### src/rtl/axis_sync_fifo_pkt.sv
// Synchronous AXI-Stream FIFO with first-word-fall-through output, flush, level flags
// and an optional store-and-forward packet mode gated on tlast.
module axis_sync_fifo_pkt #(
    parameter int unsigned TDATA_WIDTH   = 32,
    parameter int unsigned DEPTH         = 8,
    parameter int unsigned PKT_MODE      = 0,
    parameter int unsigned AFULL_THRESH  = DEPTH - 1,
    parameter int unsigned AEMPTY_THRESH = 1
) (
    input  logic                           clk,
    input  logic                           rst,
    input  logic                           s_tvalid,
    output logic                           s_tready,
    input  logic [TDATA_WIDTH-1:0]         s_tdata,
    input  logic                           s_tlast,
    output logic                           m_tvalid,
    input  logic                           m_tready,
    output logic [TDATA_WIDTH-1:0]         m_tdata,
    output logic                           m_tlast,
    input  logic                           invalidate,
    output logic [$clog2(DEPTH+1)-1:0]     count,
    output logic                           almost_full,
    output logic                           almost_empty
);

    localparam int unsigned CW = $clog2(DEPTH + 1);
    localparam int unsigned PW = (DEPTH > 1) ? $clog2(DEPTH) : 1;

    localparam logic [CW-1:0] DepthC  = CW'(DEPTH);
    localparam logic [CW-1:0] AfullC  = CW'(AFULL_THRESH);
    localparam logic [CW-1:0] AemptyC = CW'(AEMPTY_THRESH);
    localparam logic [PW-1:0] LastPtr = PW'(DEPTH - 1);

    logic [TDATA_WIDTH:0] mem_q [DEPTH];
    logic [PW-1:0]        wr_ptr_q, wr_ptr_d;
    logic [PW-1:0]        rd_ptr_q, rd_ptr_d;
    logic [CW-1:0]        count_q, count_d;
    logic [CW-1:0]        pkt_cnt_q, pkt_cnt_d;
    logic                 cut_q, cut_d;

    logic                 push;
    logic                 pop;
    logic [TDATA_WIDTH:0] head;

    function automatic logic [PW-1:0] ptr_inc(input logic [PW-1:0] p);
        return (p == LastPtr) ? '0 : p + 1'b1;
    endfunction

    assign head = mem_q[rd_ptr_q];

    always_comb begin
        s_tready = (count_q < DepthC) && !invalidate;
        m_tvalid = (count_q != '0);
        // Packet mode holds data back until a whole packet is in, unless the FIFO is full
        // or a cut-through release is already in progress for the head packet.
        if (PKT_MODE != 0) begin
            m_tvalid = (count_q != '0) && ((pkt_cnt_q != '0) || (count_q == DepthC) || cut_q);
        end
        m_tdata      = m_tvalid ? head[TDATA_WIDTH-1:0] : '0;
        m_tlast      = m_tvalid ? head[TDATA_WIDTH] : 1'b0;
        count        = count_q;
        almost_full  = (count_q >= AfullC);
        almost_empty = (count_q <= AemptyC);
    end

    assign push = s_tvalid && s_tready && !rst;
    assign pop  = m_tvalid && m_tready && !invalidate && !rst;

    always_comb begin
        wr_ptr_d  = wr_ptr_q;
        rd_ptr_d  = rd_ptr_q;
        count_d   = count_q;
        pkt_cnt_d = pkt_cnt_q;
        cut_d     = cut_q;
        if (invalidate) begin
            wr_ptr_d  = '0;
            rd_ptr_d  = '0;
            count_d   = '0;
            pkt_cnt_d = '0;
            cut_d     = 1'b0;
        end else begin
            if (push) begin
                wr_ptr_d = ptr_inc(wr_ptr_q);
            end
            if (pop) begin
                rd_ptr_d = ptr_inc(rd_ptr_q);
                if (m_tlast) begin
                    cut_d = 1'b0;
                end else if (pkt_cnt_q == '0) begin
                    cut_d = 1'b1;
                end
            end
            unique case ({push, pop})
                2'b10:   count_d = count_q + 1'b1;
                2'b01:   count_d = count_q - 1'b1;
                default: count_d = count_q;
            endcase
            unique case ({push && s_tlast, pop && m_tlast})
                2'b10:   pkt_cnt_d = pkt_cnt_q + 1'b1;
                2'b01:   pkt_cnt_d = pkt_cnt_q - 1'b1;
                default: pkt_cnt_d = pkt_cnt_q;
            endcase
        end
    end

    always_ff @(posedge clk) begin
        if (rst) begin
            wr_ptr_q  <= '0;
            rd_ptr_q  <= '0;
            count_q   <= '0;
            pkt_cnt_q <= '0;
            cut_q     <= 1'b0;
        end else begin
            wr_ptr_q  <= wr_ptr_d;
            rd_ptr_q  <= rd_ptr_d;
            count_q   <= count_d;
            pkt_cnt_q <= pkt_cnt_d;
            cut_q     <= cut_d;
        end
    end

    // Storage needs no reset: m_tdata is masked whenever nothing valid is at the head.
    always_ff @(posedge clk) begin
        if (push) begin
            mem_q[wr_ptr_q] <= {s_tlast, s_tdata};
        end
    end

endmodule

### config.mk
export PLATFORM = sky130hd
export DESIGN_NAME = axis_sync_fifo_pkt
export DESIGN_NICKNAME = d
export VERILOG_FILES = /design/src/rtl/axis_sync_fifo_pkt.sv
export SDC_FILE = /design/constraint.sdc
export NUM_CORES = 1
export LEC_CHECK = 0
export ABC_AREA = 1
export BUFFER_PORTS_ARGS = -buffer_cell sky130_fd_sc_hd__buf_4
export CORE_AREA = 4 4 198 219
export CTS_CLUSTER_DIAMETER = 30
export DETAILED_ROUTE_END_ITERATION = 8
export DIE_AREA = 0 0 202 223
export PLACE_DENSITY_LB_ADDON = 0.25
export SKIP_CTS_REPAIR_TIMING = 1
export SYNTH_ARGS = -nofsm -noshare
export SYNTH_HDL_FRONTEND = slang
export SYNTH_SLANG_ARGS = --single-unit
### constraint.sdc
create_clock -name clk -period 5.4 [get_ports clk]
set_clock_uncertainty 0.05 [all_clocks]
set_input_delay 1.62 -clock clk [delete_from_list [all_inputs] [get_ports clk]]
set_output_delay 1.62 -clock clk [all_outputs]
set_load 0.01 [all_outputs]
==> results by group <==
Critical path
  • Critical path capture point type: primary output
  • Crit path DAT: between 2 and 3 ns
  • Reg-to-reg setup timing slack: around 2.8 ns
  • Crit path max fanout: 34
  • Setup CP Type: reg -> out
  • Worst path required time: between 3 and 4 ns
  • Critical Path Start Type: flop

Pwr
  • Combinational power share: 0.024
  • PwrDens: 378 nW/um2
  • Final Power: around 5800 uW
  • Pint: roughly 4600 uW
  • Psw: between 1000 and 1500 uW
  • Clk pwr share: 0.564
  • Sw Ratio: 0.197
  • Seq pwr share: 0.412
  • Static Leak: 0.00657 uW
  • Max VDD drop: 0.000240 V

Die
  • Starting density of the core: 0.298
  • Total Die Area: 45,000 um2
  • Chip Width: roughly 200 um
  • Chip height: approximately 220 um
  • Core ar.: between 40,000 and 50,000 um2
  • Number of I/O pins: 79
  • Core Rows: 78

Timing
  • Worst Tran Pin Value: about 0.91 ns
  • RSZ-0062 raised after global routing: no
  • Setup WS post-layout: 1.23 ns
  • Max-slew headroom: 0.393
  • Tmin final: 4.17 ns
  • Slew Limit Fails: 0
  • Setup TNS: 0 ns
  • Final Hold Fails: 0
  • Final period util: 0.772
  • Setup violators final: 0
  • Max Fclk: between 200 and 250 MHz

Synthesis
  • Share of the synthesized area in the top cell type: 0.647
  • Synthesized instance count: 1,244
  • Ys Warns: 0
  • Area leader, netlist: edfxtp_1
  • Syn nets: 1,290
  • Largest cells by area after synthesis: edfxtp_1 65%, nand2_1 11%, inv_1 8.5%
  • Synth cell types: 19
  • Number of synthesized register bits: ~280
  • Avg Synthesized Cell Area: roughly 9.8 um2
  • Share of the yosys chip area belonging to registers: 0.668
  • Mapped Area: approximately 12,000 um2

Layout
  • Fillers: about 4,000
  • Finished Layout Cells: about 1,900
  • Final net count: roughly 1,400
  • Area growth syn-to-layout: 24.1%
  • Seq. cell area: about 8200 um2
  • Fraction of layout cells with a size suffix above 1: 0.140
  • Fin area: between 15,000 and 20,000 um2
  • Multi-input logic area: 2760 um2
  • # diodes: 0

Clock network
  • CTS buffer count: between 40 and 50
  • Worst-path clk slew: 0.05 ns
  • H-tree depth: 2
  • CTS tree: done
  • Root buf cell: clkbuf_16
  • Clock Path Buffers: 3
  • Clk sink count: 277
  • Worst-Skew Late Latency: approximately 0.53 ns

Route
  • DR WL/cell: approximately 14 um
  • Post-route ant nets: 0
  • 1st-iter DRT viols: between 500 and 600
  • Via density: ~4.2
  • Final wirelength: approximately 27 mm
  • Vias: 8,078
  • DR pass1 iterations: 4
  • # DRC: 0

Global route
  • Initial antenna violation count: 0
  • Vias in the first global route: a little over 8,000
  • First-pass GRT wire length: approximately 44 mm
  • Largest net degree at the start of global routing: 80
  • GRT Total Usage: 0.122
  • GRT overflow: 0

Placed design
  • Place WS: ~1.5 ns
  • Placed Cells: between 1,500 and 2,000
  • Port Buffer Count: between 70 and 80
  • DP Area: roughly 13,000 um2
  • Dpl hpwl: 15.9 mm
  • Placer Congestion: roughly 0.70

Min path
  • Hold Path Class: reg -> reg

Run status
  • Run status: finished, final reports clean

Flow run
  • Max Cap Violations: 0
-- power by group through the flow --
stage                     Sequential, uW  Combinational (uW)  Clock [uW]
after floorplan                     2410                59.4           0
after global placement              2410                 141           0
after detailed placement            2410                 143           0
after CTS                           2370                 144        3310
after global routing                2370                 158        3420
final                               2370                 138        3250
-- stage by stage --
| stage | hold WS [ns] | utilization |
|---|---|---|
| 2_1_floorplan | 0.408 | - |
| 3_3_place_gp | 0.433 | 0.327 |
| 3_5_place_dp | 0.435 | 0.327 |
| 4_1_cts | 0.441 | 0.370 |
| 5_1_grt | 0.492 | 0.370 |
| 6_report | 0.438 | 0.370 |
-- cells in the mapped netlist --
| master | count |
|---|---|
| a211oi_1 | 1 |
| a21oi_1 | 8 |
| buf_1 | 4 |
| buf_2 | 26 |
| buf_4 | 2 |
| buf_6 | 10 |
| clkbuf_1 | 12 |
| dfxtp_1 | 13 |
| edfxtp_1 | 264 |
| ha_1 | 8 |
| inv_1 | 278 |
| inv_2 | 1 |
| nand2_1 | 349 |
| nand3_1 | 173 |
| nor2_1 | 87 |
| nor2_4 | 1 |
| nor3_1 | 2 |
| o21ai_0 | 4 |
| xor2_1 | 1 |
-- path summary, 6_finish.rpt --
path                            startpoint                  endpoint  depth (start not counted)
setup / recovery                      flop                m_tdata[0]                          7
hold / removal    wr_ptr_q[0]$_SDFFE_PP0P_  wr_ptr_q[0]$_SDFFE_PP0P_                          2
setup reg to reg     count[0]$_SDFFE_PP0P_     count[2]$_SDFFE_PP0P_                         12
hold reg to reg   wr_ptr_q[0]$_SDFFE_PP0P_  wr_ptr_q[0]$_SDFFE_PP0P_                          2
-- routing by layer --
layer	up-vias	routed length [um]	track usage
met5	-	0	0
met4	0	739	0.0430
met3	53	898	0.0221
met2	119	13400	0.212
met1	3806	12400	0.153
li1	4100	-	-
-- cell usage in the layout, fill, tap and decap left out, drive strengths merged --
cell type  synthesis  layout
a211oi             1       1
a21oi              8       8
buf               42      97
bufinv             0      10
clkbuf            12      59
clkinv             0       9
clkinvlp           0      10
dfxtp             13      13
edfxtp           264     264
ha                 8       8
inv              279     281
nand2            349     349
nand3            173     173
nor2              88      88
nor3               2       2
o21ai              4       4
xor2               1       1
-- registers in the layout, summed over array words and instances (netlist names), named ones only --
signal    flops
mem_q       264
count         4
rd_ptr_q      3
wr_ptr_q      3
-- critical path: stages, from the launching register on --
cell	delay, ns
dfxtp_2	0.32
clkinv_2	0.41
buf_4	0.51
nand3_1	0.13
nand3_1	0.08
nand2_1	0.06
nor2_1	0.25
buf_4	0.18
-- logic make-up after synthesis --
family | share of synthesized area
AO/OA/AOI/OAI | 0.00551
XOR/XNOR | 0.000715
adder cells (fa/ha/maj) | 0.00817
buffers and inverters | 0.111
flip-flops | 0.668
AND/OR/NAND/NOR | 0.206
-- layout make-up --
cell class | instances | share of cell area
Timing Repair Buffer | 97 | 0.0487
Multi-Input combinational cell | 634 | 0.182
Tap cell | 560 | 0.0461
Clock inverter | 31 | 0.0299
Inverter | 279 | 0.0691
Clock buffer | 59 | 0.0859
Sequential cell | 277 | 0.539
(Power assumes the default switching activity.)
